### src/rtl/prog_loader.sv
// prog_loader: bit-serial program loader for the 1-bit processor core.
// Shifts instruction bytes in MSB first over a valid/ready handshake and
// writes them into a 2^N x 8 program memory. The core is held in reset
// until the whole memory has been written. After that, the memory is served
// to the fetch path asynchronously, exactly like the ROM it replaces.
// Optional build macro: PROG_LOADER_PARITY_EN adds a 9th even-parity bit
// per frame. A frame with bad parity is not written, the sticky parity_err
// flag is set, and the same slot waits for a resend.
module prog_loader #(
    parameter int N = 2
) (
    input  logic         clk,
    input  logic         rst,
    input  logic         load_en,
    input  logic         sdi,
    input  logic         bit_valid,
    output logic         bit_ready,
    input  logic [N-1:0] addr,
    output logic [7:0]   instruction,
    output logic         core_rst,
    output logic         load_done,
    output logic         parity_err
);

    localparam int DEPTH = 2 ** N;

    localparam logic [1:0] ST_IDLE   = 2'd0;
    localparam logic [1:0] ST_SHIFT  = 2'd1;
    localparam logic [1:0] ST_COMMIT = 2'd2;
    localparam logic [1:0] ST_RUN    = 2'd3;

`ifdef PROG_LOADER_PARITY_EN
    localparam logic [3:0] LAST_BIT = 4'd8;
`else
    localparam logic [3:0] LAST_BIT = 4'd7;
`endif

    logic [1:0]   state_reg;
    logic [1:0]   state_next;
    logic [7:0]   shreg_reg;
    logic [3:0]   bit_cnt_reg;
    logic [N:0]   wr_ptr_reg;
    logic [N:0]   wr_ptr_inc;
    logic [7:0]   mem_reg [0:DEPTH-1];

    logic         accept;
    logic         last_bit;
    logic         commit_ok;

    assign accept     = (state_reg == ST_SHIFT) && bit_valid;
    assign last_bit   = (bit_cnt_reg == LAST_BIT);
    // The extra top bit of the write pointer flags "memory full".
    assign wr_ptr_inc = wr_ptr_reg + (N+1)'(1);

    assign bit_ready   = (state_reg == ST_SHIFT);
    assign core_rst    = (state_reg != ST_RUN);
    assign load_done   = (state_reg == ST_RUN);
    assign instruction = (state_reg == ST_RUN) ? mem_reg[addr] : 8'h00;

`ifdef PROG_LOADER_PARITY_EN
    logic par_reg;
    logic perr_reg;

    // A frame is good when the XOR of all nine received bits is zero.
    assign commit_ok  = ~par_reg;
    assign parity_err = perr_reg;

    // Running parity of the current frame, plus the sticky error flag.
    always_ff @(posedge clk) begin
        if (rst) begin
            par_reg  <= 1'b0;
            perr_reg <= 1'b0;
        end else begin
            case (state_reg)
                ST_IDLE: begin
                    if (load_en) begin
                        par_reg <= 1'b0;
                    end
                end
                ST_SHIFT: begin
                    if (load_en && accept) begin
                        par_reg <= par_reg ^ sdi;
                    end
                end
                ST_COMMIT: begin
                    if (load_en) begin
                        par_reg <= 1'b0;
                        if (par_reg) begin
                            perr_reg <= 1'b1;
                        end
                    end
                end
                default: ;
            endcase
        end
    end
`else
    assign commit_ok  = 1'b1;
    assign parity_err = 1'b0;
`endif

    // Next-state logic; dropping load_en always wins over frame completion.
    always_comb begin
        state_next = state_reg;
        case (state_reg)
            ST_IDLE: begin
                if (load_en) begin
                    state_next = ST_SHIFT;
                end
            end
            ST_SHIFT: begin
                if (!load_en) begin
                    state_next = ST_IDLE;
                end else if (accept && last_bit) begin
                    state_next = ST_COMMIT;
                end
            end
            ST_COMMIT: begin
                if (!load_en) begin
                    state_next = ST_IDLE;
                end else if (commit_ok && wr_ptr_inc[N]) begin
                    state_next = ST_RUN;
                end else begin
                    state_next = ST_SHIFT;
                end
            end
            default: state_next = ST_RUN;
        endcase
    end

    // State register; RUN is only left through rst.
    always_ff @(posedge clk) begin
        if (rst) begin
            state_reg <= ST_IDLE;
        end else begin
            state_reg <= state_next;
        end
    end

    // Shift register, counters and program memory (cleared on reset).
    always_ff @(posedge clk) begin
        if (rst) begin
            shreg_reg   <= 8'h00;
            bit_cnt_reg <= 4'd0;
            wr_ptr_reg  <= '0;
            for (int i = 0; i < DEPTH; i++) begin
                mem_reg[i] <= 8'h00;
            end
        end else begin
            case (state_reg)
                ST_IDLE: begin
                    if (load_en) begin
                        wr_ptr_reg  <= '0;
                        bit_cnt_reg <= 4'd0;
                    end
                end
                ST_SHIFT: begin
                    if (load_en && accept) begin
`ifdef PROG_LOADER_PARITY_EN
                        // The parity bit is not part of the data byte.
                        if (!last_bit) begin
                            shreg_reg <= {shreg_reg[6:0], sdi};
                        end
`else
                        shreg_reg <= {shreg_reg[6:0], sdi};
`endif
                        bit_cnt_reg <= bit_cnt_reg + 4'd1;
                    end
                end
                ST_COMMIT: begin
                    if (load_en) begin
                        bit_cnt_reg <= 4'd0;
                        if (commit_ok) begin
                            mem_reg[wr_ptr_reg[N-1:0]] <= shreg_reg;
                            wr_ptr_reg                 <= wr_ptr_inc;
                        end
                    end
                end
                default: ;
            endcase
        end
    end

endmodule
### config.mk
export PLATFORM = sky130hd
export DESIGN_NAME = prog_loader
export DESIGN_NICKNAME = d
export VERILOG_FILES = /design/src/rtl/prog_loader.sv
export SDC_FILE = /design/constraint.sdc
export NUM_CORES = 1
export LEC_CHECK = 0
export BUFFER_PORTS_ARGS = -buffer_cell sky130_fd_sc_hd__buf_2
export CORE_UTILIZATION = 40
export DETAILED_ROUTE_END_ITERATION = 8
export PLACE_DENSITY = 0.65
export SLEW_MARGIN = 20
export SYNTH_ARGS = -nofsm -noshare
export SYNTH_HDL_FRONTEND = slang
export SYNTH_SLANG_ARGS = --single-unit
### constraint.sdc
create_clock -name clk -period 2.1 [get_ports clk]
set_input_delay 0.525 -clock clk [delete_from_list [all_inputs] [get_ports clk]]
set_output_delay 0.525 -clock clk [all_outputs]
set_load 0.01 [all_outputs]
# --- After elaboration in Yosys (flattened, before gate mapping) ---
# Memories as Yosys holds them, arrays and structs flattened.
# Cells that the tools add are included.
classes:
  addsub: 2
  eq_ne: 10
  n_mux: 22
  reduce_logical: 12
ops:
  columns: ["operator", "count"]
  rows:
  - ["8-bit 2-to-1 mux", 2]
  - ["2-bit 2-to-1 mux", 6]
  - ["4-bit 2-to-1 mux", 2]
  - ["4-bit one-hot mux with 2 select lines", 1]
  - ["8-bit OR reduction", 1]
  - ["1-bit 2-to-1 mux", 7]
  - ["3-bit 2-to-1 mux", 2]
  - ["2-bit inequality test (second input constant)", 3]
  - ["2-bit one-hot mux with 3 select lines", 1]
  - ["3-bit one-hot mux with 2 select lines", 1]
  - ["3-bit AND reduction", 2]
  - ["4-bit by 1-bit adder with 4-bit output (second input constant)", 1]
  - ["2-bit == test (second input constant)", 2]
  - ["4-bit by 3-bit == test with 1-bit output (second input constant)", 1]
  - ["2-bit by 1-bit inequality test with 1-bit output (second input constant)", 2]
  - ["2-bit AND reduction", 2]
  - ["2-bit nonzero test", 2]
  - ["3-bit by 1-bit adder with 3-bit output (second input constant)", 1]
  - ["1-bit logical AND", 3]
  - ["3-bit by 2-bit inequality test with 1-bit output (second input constant)", 1]
  - ["2-bit by 1-bit == test with 1-bit output (second input constant)", 1]
  - ["2-bit logical NOT", 1]
  - ["2-bit OR reduction", 1]
totals:
  register_bits: 17
  ramBits: 32
  inputBits: 7
  memories: 1
mem_list:
  columns: ["memory", "depth", "width", "rd", "rd_clocked_by_memory_dff", "write_ports", "line", "source"]
  rows:
  - ["mem_reg", 4, 8, 1, 0, 4, "44", "logic [7:0] mem_reg [0:DEPTH-1];"]

# --- Longest topological paths before layout ---
# Gate-level depths: netlist of run 1.
logic_depth:
  depth_word: 6
  depth_mapped: 5
  depth_no_buf: 4

# --- Worst setup path after synthesis of run 1 ---
# OpenSTA, ideal clock, no wires.
synth_timing:
  kind: "in2out"
  from: "input port addr[0]"
  to: "output port instruction[0]"
  t_arrival_ns: 1.426
  path_slack_ns: 0.149
  stages: 3
  cell_sequence: "buf_2 > mux4_2 > nor2b_1"
synth_between:
  elab_chain_cells: 2
synth_rtl:
  columns: ["element", "line", "source"]
  rows:
  - ["start: declaration", "18", "input logic [N-1:0] addr,"]
  - ["memory read 4 x 8 bit", null, null]
  - ["8-bit 2-to-1 mux", "58", "assign instruction = (state_reg == ST_RUN) ? mem_reg[addr] : 8'h00;"]
  - ["end: declaration", "19", "output logic [7:0] instruction,"]
# Every way passes these cells.

# --- Final worst setup path of run 1 ---
layout_timing:
  from: "input port addr[0]"
  to: "output port instruction[6]"
# Same word-level chain as after synthesis.

==> results.cfg, run 1 <==
[global_routing]
grt_pass1_wl_um = 6603
overflow = 0
track_usage_pct = 14.48
grt_max_degree = 27
grt_pass1_vias = 1360
antenna_found_initial = 0

[setup_path]
endpoint_kind = output port
start_kind = primary input
path_max_fanout = 8
required_ns = 1.57
worstSetupPathType = primary input to output port
worst_r2r_path_depth = 3
arrival_ns = 1.50

[routing]
viasPerCell = 5.007
ant_nets = 0
routed_wl_um = 3918
avgRoutedWirePerCell_um = 13.99
drt_first_pass_iters = 4
drc = 0
vias = 1402
drt_iter0_drc = 86

[cells_and_area]
largest_reg_flops = 32
fin_util_pct = 46.88
num-nets-final = 216
diodes = 0
final_cell_mix = 32 x and2_1, 32 x edfxtp_1, 21 x nand2_1, 17 x dfxtp_1, 16 x buf_2
area_growth_pct = 12.55
drive_gt1_share_pct = 22.12
nFillCells = 495

[timing]
setup_ws_ns = 0.07783
timing.fmax_mhz = 494.5
whs_ns = 0.4572
tns_ns = 0
slew_viol_final = 0
clock-skew-final_ns = 0.006968
final_hold_viol_count = 0
fin_crit_sh_pct = 96.29
setup_viol = 0
min_period_ns = 2.022

[yosys]
postSynthCellCount = 190
synth_seq_cells = 49
yosysWarnings = 0
netlist-cell-type-count = 37
avgSynthCellArea_um2 = 12.07
synthesis.area_um2 = 2293
yosysSeqAreaShare_pct = 56.74
mappedNetlistNets = 199

[clock_tree]
cts.reportedPaths.clkPinSlew_ns = 0.08
clk_path_buf_depth = 2
clock-sinks = 49
cts_tree = yes
h-tree-depth = 2
postCtsSetupBuffers = 0
root_buffer = clkbuf_8
cts_buffers = 5
clock_latency_ns = 0.30

[floorplan]
start_util_pct = 41.65
ios = 19
dieWidth_um = 77.72
rows = 27
dieArea_um2 = 6040
fp.dieH_um = 77.72
core_um2 = 5507

[place]
port-buffer-count = 17
dp_hpwl_um = 2801
gp_congestion = 0.7003
dp_worst_setup_slack_ns = -0.04180

[power]
p_total_uw = 1930
power.density_nw_per_um2 = 747.5
p_leak_uw = 0.0009677
ir_worst_vdd_v = 0.0002768

[job]
cap_violations = 0

[worst_hold_path]
min_path_type = primary input to flip-flop
hold_path_depth = 3

[status]
outcome = completed
-- where the power goes --
group	internal (µW)	switching, µW
clock	473	312
sequential	1050	11.0
combinational	42.1	45.7
total	1560	368
-- worst paths after layout --
path                     to      startpoint  slack (ns)
max          instruction[6]         addr[0]        0.08
min            shreg_reg[0]             sdi        0.46
max reg2reg   mem_reg[2][1]    state_reg[0]        0.26
min reg2reg  bit_cnt_reg[1]  bit_cnt_reg[1]        0.51
-- timing repair --
| action | CTS | global route |
|---|---|---|
| setup endpoints to repair | 8 | 10 |
| gates resized for setup | 1 | 1 |
| hold buffers | 0 | 0 |
-- kinds of logic after synthesis --
kind of cell / count (synthesis) / synth area share (%)
AO/OA/AOI/OAI: 21 / 5.401
XOR/XNOR: 1 / 0.3820
adder cells (fa/ha/maj): 2 / 1.091
buffers and inverters: 15 / 3.437
flip-flops: 49 / 56.74
multiplexers: 10 / 8.838
other: 1 / 0.1635
AND/OR/NAND/NOR: 91 / 23.95
-- synth_stat cells --
cell | number | area share, %
a21oi_1 | 13 | 2.8
nor2b_1 | 11 | 3.0
o22ai_1 | 1 | 0.27
and2_1 | 32 | 8.7
o211ai_1 | 1 | 0.33
nor2_1 | 1 | 0.16
buf_6 | 1 | 0.49
dfxtp_1 | 17 | 15
nand3b_1 | 2 | 0.65
nand3_1 | 1 | 0.22
nand2_1 | 22 | 3.6
conb_1 | 1 | 0.16
nand4_1 | 1 | 0.27
and4bb_1 | 1 | 0.55
nor3b_1 | 2 | 0.65
a211oi_1 | 1 | 0.33
buf_4 | 2 | 0.65
ha_1 | 2 | 1.1
a41o_1 | 2 | 0.87
nor3_1 | 3 | 0.65
and4b_1 | 1 | 0.44
nand4b_1 | 3 | 1.1
nor3b_2 | 1 | 0.55
mux2_2 | 2 | 0.98
inv_1 | 2 | 0.33
xor2_1 | 1 | 0.38
nor3b_4 | 1 | 0.82
buf_2 | 6 | 1.3
mux4_2 | 8 | 7.9
o21ai_0 | 2 | 0.44
and3_1 | 1 | 0.27
edfxtp_1 | 32 | 42
a21boi_0 | 1 | 0.33
nand2b_1 | 5 | 1.4
clkbuf_1 | 4 | 0.65
or2_2 | 2 | 0.55
or4_1 | 1 | 0.33
-- worst max-delay path, cell delays in order --
cell and delay (ns):
buf_4 0.18, mux4_2 0.51, nor2b_1 0.14, buf_2 0.14
-- cell type report --
type                            instances  area, µm²  share of cell area, %
Clock buffer                            5      68.82                  2.666
Clock inverter                          3      65.06                  2.521
Inverter                                2      7.507                 0.2908
Multi-Input combinational cell        126      915.9                  35.48
Sequential cell                        49       1301                  50.41
Tap cell                               72      90.09                  3.490
Timing Repair Buffer                   23      132.6                  5.138
-- stage by stage --
stage	instance area [µm²]	std cells
after floorplan	2293	190
after global placement	2442	272
after detailed placement	2442	272
after CTS	2579	280
after global routing	2581	280
final	2581	280
-- per-layer routing --
metal / share of wire [%] / global-route usage [%] / up-vias
li1: - / - / 706
met2: 46 / 22.65 / 29
met4: 1.4 / 5.094 / 0
met3: 4.3 / 4.235 / 7
met1: 48 / 19.10 / 660
met5: 0 / 0 / -
Power figures use the tool's default switching activity.
==> run 2: changes to the inputs <==
- CORE_ASPECT_RATIO: default -> 0.9
==> run 2 against run 1 <==
Via count decreased by 1.8%; total power rose by 1.2%; sequential cell count stayed put; non-clock buffer count fell by 1; final area rose by 1.2%; worst hold slack lost 0.0028 ns; critical path type unchanged; critical endpoint is now instruction[3]; highest routed layer unchanged.
==> results.cfg, run 2 (synthesis gave the netlist of run 1 again) <==
[status]
outcome = completed

[floorplan]
rows = 25
fp.dieH_um = 73.84
ios = 19
core_um2 = 5380
dieWidth_um = 81.82
start_util_pct = 42.63
dieArea_um2 = 6041

[routing]
routed_wl_um = 3887
routed-wl-met3_um = 120
drt_first_pass_iters = 4
vias = 1377
drc = 0
drt_iter0_drc = 111
viasPerCell = 5.026
avgRoutedWirePerCell_um = 14.19
met2_length_um = 1716
wl_met1_um = 1985
maxUsedRoutingLayer = met4
ant_nets = 0

[global_routing]
track_usage_pct = 14.47
antenna_found_initial = 0
grt_max_degree = 27
overflow = 0
grt_pass1_wl_um = 6320
grt_pass1_vias = 1328

[setup_path]
rr_endpoint = mem_reg[2][7]
start_kind = primary input
required_ns = 1.57
slowest_delay_ns = 0.49
crit_chain = buf_6 -> buf_12 -> mux4_2 -> nor2b_1 -> buf_2
worstSetupPathType = primary input to output port
r2r_slack_ns = 0.43
arrival_ns = 1.50
endpoint_kind = output port
worst_r2r_path_depth = 3
r2r_start = state_reg[1]
cp_slowest_cell = mux4_2
critPathBufInv = 3
cp_top_family = multiplexers
path_max_fanout = 8

[place]
gp_congestion = 0.7353
port-buffer-count = 17
dp_hpwl_um = 2677
dp_cells = 266

[cells_and_area]
final_cell_mix = 32 x and2_1, 32 x edfxtp_1, 21 x nand2_1, 15 x dfxtp_1, 15 x buf_2
fin_util_pct = 48.53
diodes = 0
multi_input_area_um2 = 930.9
stdcell_count = 274
area_growth_pct = 13.86
num-nets-final = 215
nFillCells = 479
drive_gt1_share_pct = 23.67
largest_reg_flops = 32
regArea_um2 = 1304

[clock_tree]
clock_latency_ns = 0.30
clock-sinks = 49
root_buffer = clkbuf_8
cts_hold_buf = 0
cts_tree = yes
h-tree-depth = 2
clk_path_buf_depth = 2
cts.reportedPaths.clkPinSlew_ns = 0.09
cts_buffers = 5

[worst_hold_path]
min_path_type = primary input to flip-flop
hold_path_depth = 3
worstHoldStart = sdi
hold_path_end = shreg_reg[0]

[timing]
final_hold_viol_count = 0
clock-skew-final_ns = 0.007546
slew_viol_final = 0
tns_ns = 0
whs_ns = 0.4543
rsz0062_at_grt = false
timing.fmax_mhz = 493.9
min_period_ns = 2.025
fin_crit_sh_pct = 96.41
setup_viol = 0

[power]
ir_worst_vdd_v = 0.0003428
p_total_uw = 1953
p_leak_uw = 0.0009764
power.density_nw_per_um2 = 748.0

[job]
cap_violations = 0
## run 2: area by class of cell
cell class | count | area share, %
Clock buffer | 5 | 2.635
Clock inverter | 3 | 2.635
Inverter | 2 | 0.2875
Multi-Input combinational cell | 126 | 35.65
Sequential cell | 49 | 49.93
Tap cell | 67 | 3.210
Timing Repair Buffer | 22 | 5.654
## run 2: worst max-delay path by stage
stage	from	cells past startpoint	endpoint	slack (ns)
4_1_cts	addr[0]	5	instruction[3]	0.03
6_report	addr[0]	5	instruction[3]	0.08
2_1_floorplan	addr[0]	3	instruction[0]	0.15
5_1_grt	addr[0]	5	instruction[4]	0.02
3_5_place_dp	addr[0]	5	instruction[3]	0.03
3_3_place_gp	addr[0]	5	instruction[6]	0.03
## run 2: what timing repair did
| action | 4_1_cts | 5_1_grt |
|---|---|---|
| cloned | 0 | 0 |
| setup buffers | 0 | 0 |
| gates resized for setup | 1 | 8 |
| endpoints found under the setup margin | 8 | 6 |
## run 2: report_power, final
group	switching (µW)	internal [µW]	leakage, µW
Combinational	47.0	46.7	0.000443
Sequential	10.4	1050	0.000465
Clock	324	479	0.0000687
Total	381	1570	0.000976
## run 2: worst reg2reg max path, cell delays in order, from the launching register on
cell      delay [ns]
dfxtp_2         0.46
and4bb_1        0.24
nor3b_2         0.37
or2_2           0.30
## run 2: stage by stage
| step | area, µm² | setup slack, ns |
|---|---|---|
| after CTS | 2581 | 0.02995 |
| after floorplan | 2293 | 0.1491 |
| after detailed placement | 2441 | 0.02728 |
| final | 2611 | 0.07542 |
| after global routing | 2611 | 0.02346 |
| after global placement | 2441 | 0.03065 |
## run 2: per-layer routing
layer  track usage [%]  vias to the layer above
met1             19.40                      648
met3             3.727                        5
met2             22.22                       21
met5                 0                        -
li1                  -                      703
met4             5.848                        0
==> run 3: changes to the inputs <==
- CELL_PAD_IN_SITES_DETAIL_PLACEMENT: default -> 2
- CELL_PAD_IN_SITES_GLOBAL_PLACEMENT: default -> 2
- PLACE_DENSITY: 0.65 -> 0.86
==> run 3 against run 2 <==
Worst hold slack improved by 0.023 ns; total power increased by 1.6%; critical path depth decreased by 2; first-iteration DRC count decreased by 39%; sequential cell count unchanged; clock skew increased by 0.0019 ns; critical path type is now flip-flop to output port; maximum frequency decreased by 1.2%; register-to-register slack got worse by 0.23 ns.
==> results.cfg, run 3 (synthesis gave the netlist of run 1 again) <==
[floorplan]
dieWidth_um = 81.82
dieArea_um2 = 6041
fp.dieH_um = 73.84
ios = 19
core_um2 = 5380
start_util_pct = 42.63
rows = 25

[routing]
viasPerCell = 5.635
ant_nets = 0
avgRoutedWirePerCell_um = 23.31
drt_iter0_drc = 68
drt_first_pass_iters = 4
maxUsedRoutingLayer = met4
routed-wl-met3_um = 230
drc = 0
routed_wl_um = 6386
met2_length_um = 3288
vias = 1544
wl_met1_um = 2656

[place]
dp_hpwl_um = 4267
port-buffer-count = 17
dp_cells = 267
gp_congestion = 0.7043
dp_worst_setup_slack_ns = -0.1130

[worst_hold_path]
min_path_type = primary input to flip-flop
worstHoldStart = sdi

[global_routing]
antenna_found_initial = 0
overflow = 0
grt_max_degree = 27
grt_pass1_wl_um = 9908
grt_pass1_vias = 1718
track_usage_pct = 24.52

[setup_path]
required_ns = 1.57
arrival_ns = 1.52
startpoint = mem_reg[0][0]
r2r_start = state_reg[1]
path_max_fanout = 1
start_kind = flip-flop
endpoint_kind = output port
worstSetupPathType = flip-flop to output port

[timing]
rsz0062_at_grt = true
setup_viol = 0
min_period_ns = 2.050
worst_pin_slew_ns = 0.5083
timing.fmax_mhz = 487.9
tns_ns = 0
slew_viol_final = 0
clock-skew-final_ns = 0.009407
final_hold_viol_count = 0
setup_ws_ns = 0.05031
maxSlewHeadroom_pct = 66.11
fin_crit_sh_pct = 97.60

[clock_tree]
cts_tree = yes
cts_buffers = 5
clock-sinks = 49
root_buffer = clkbuf_8
h-tree-depth = 2
clock_latency_ns = 0.33
postCtsSetupBuffers = 0
cts.reportedPaths.clkPinSlew_ns = 0.10
clk_path_buf_depth = 2

[status]
outcome = completed

[cells_and_area]
final_cell_mix = 32 x and2_1, 32 x edfxtp_1, 21 x nand2_1, 16 x dfxtp_1, 16 x buf_2
area_growth_pct = 12.93
drive_gt1_share_pct = 22.71
multi_input_area_um2 = 929.6
largest_reg_flops = 32
regArea_um2 = 1303
num-nets-final = 215
diodes = 0
stdcell_count = 274
nFillCells = 530
fin_util_pct = 48.14

[power]
p_total_uw = 1985
power.density_nw_per_um2 = 766.4
ir_worst_vdd_v = 0.0005017
p_leak_uw = 0.0009680

[job]
cap_violations = 0
-- run 3: power breakdown --
| part | internal (µW) | leakage (µW) | switching (µW) |
|---|---|---|---|
| Combinational | 43.6 | 0.000435 | 57.4 |
| Sequential | 1050 | 0.000464 | 11.5 |
| Clock | 479 | 0.0000687 | 347 |
-- run 3: path summary, 6_finish.rpt --
path / cells past startpoint / slack [ns] / endpoint
worst max-delay path: 3 / 0.05 / instruction[0]
worst min-delay path: 3 / 0.48 / shreg_reg[0]
worst max register to register: 3 / 0.20 / mem_reg[2][1]
worst min register to register: 2 / 0.54 / bit_cnt_reg[1]
-- run 3: final cells by class --
| type | count | area share, % |
|---|---|---|
| clock buffers | 5 | 2.657 |
| clock inverters | 3 | 2.657 |
| inverters | 2 | 0.2899 |
| multi-input cells | 126 | 35.89 |
| flip-flops and latches | 49 | 50.29 |
| well taps | 67 | 3.237 |
| repair buffers | 22 | 4.976 |
-- run 3: through the flow --
step / instance area, µm² / hold WS, ns
after floorplan: 2293 / 0.4569
after global placement: 2449 / 0.4787
after detailed placement: 2449 / 0.5235
after CTS: 2603 / 0.4811
after global routing: 2590 / 0.4796
final: 2590 / 0.4773
-- run 3: critical path, stage by stage (launching register included) --
cell	delay, ns
edfxtp_1	0.43
mux4_2	0.49
nor2b_4	0.14
buf_2	0.14
-- run 3: what timing repair did --
item,4_1_cts,5_1_grt
hold buffers,0,0
pin swaps,0,0
hold endpoints to repair,0,0
endpoints found under the setup margin,18,3
gates resized for setup,4,1
-- run 3: layer usage --
metal	GRT usage, %	up-vias
li1	-	704
met1	28.04	791
met2	42.61	31
met3	5.839	18
met4	12.09	0
met5	0	-
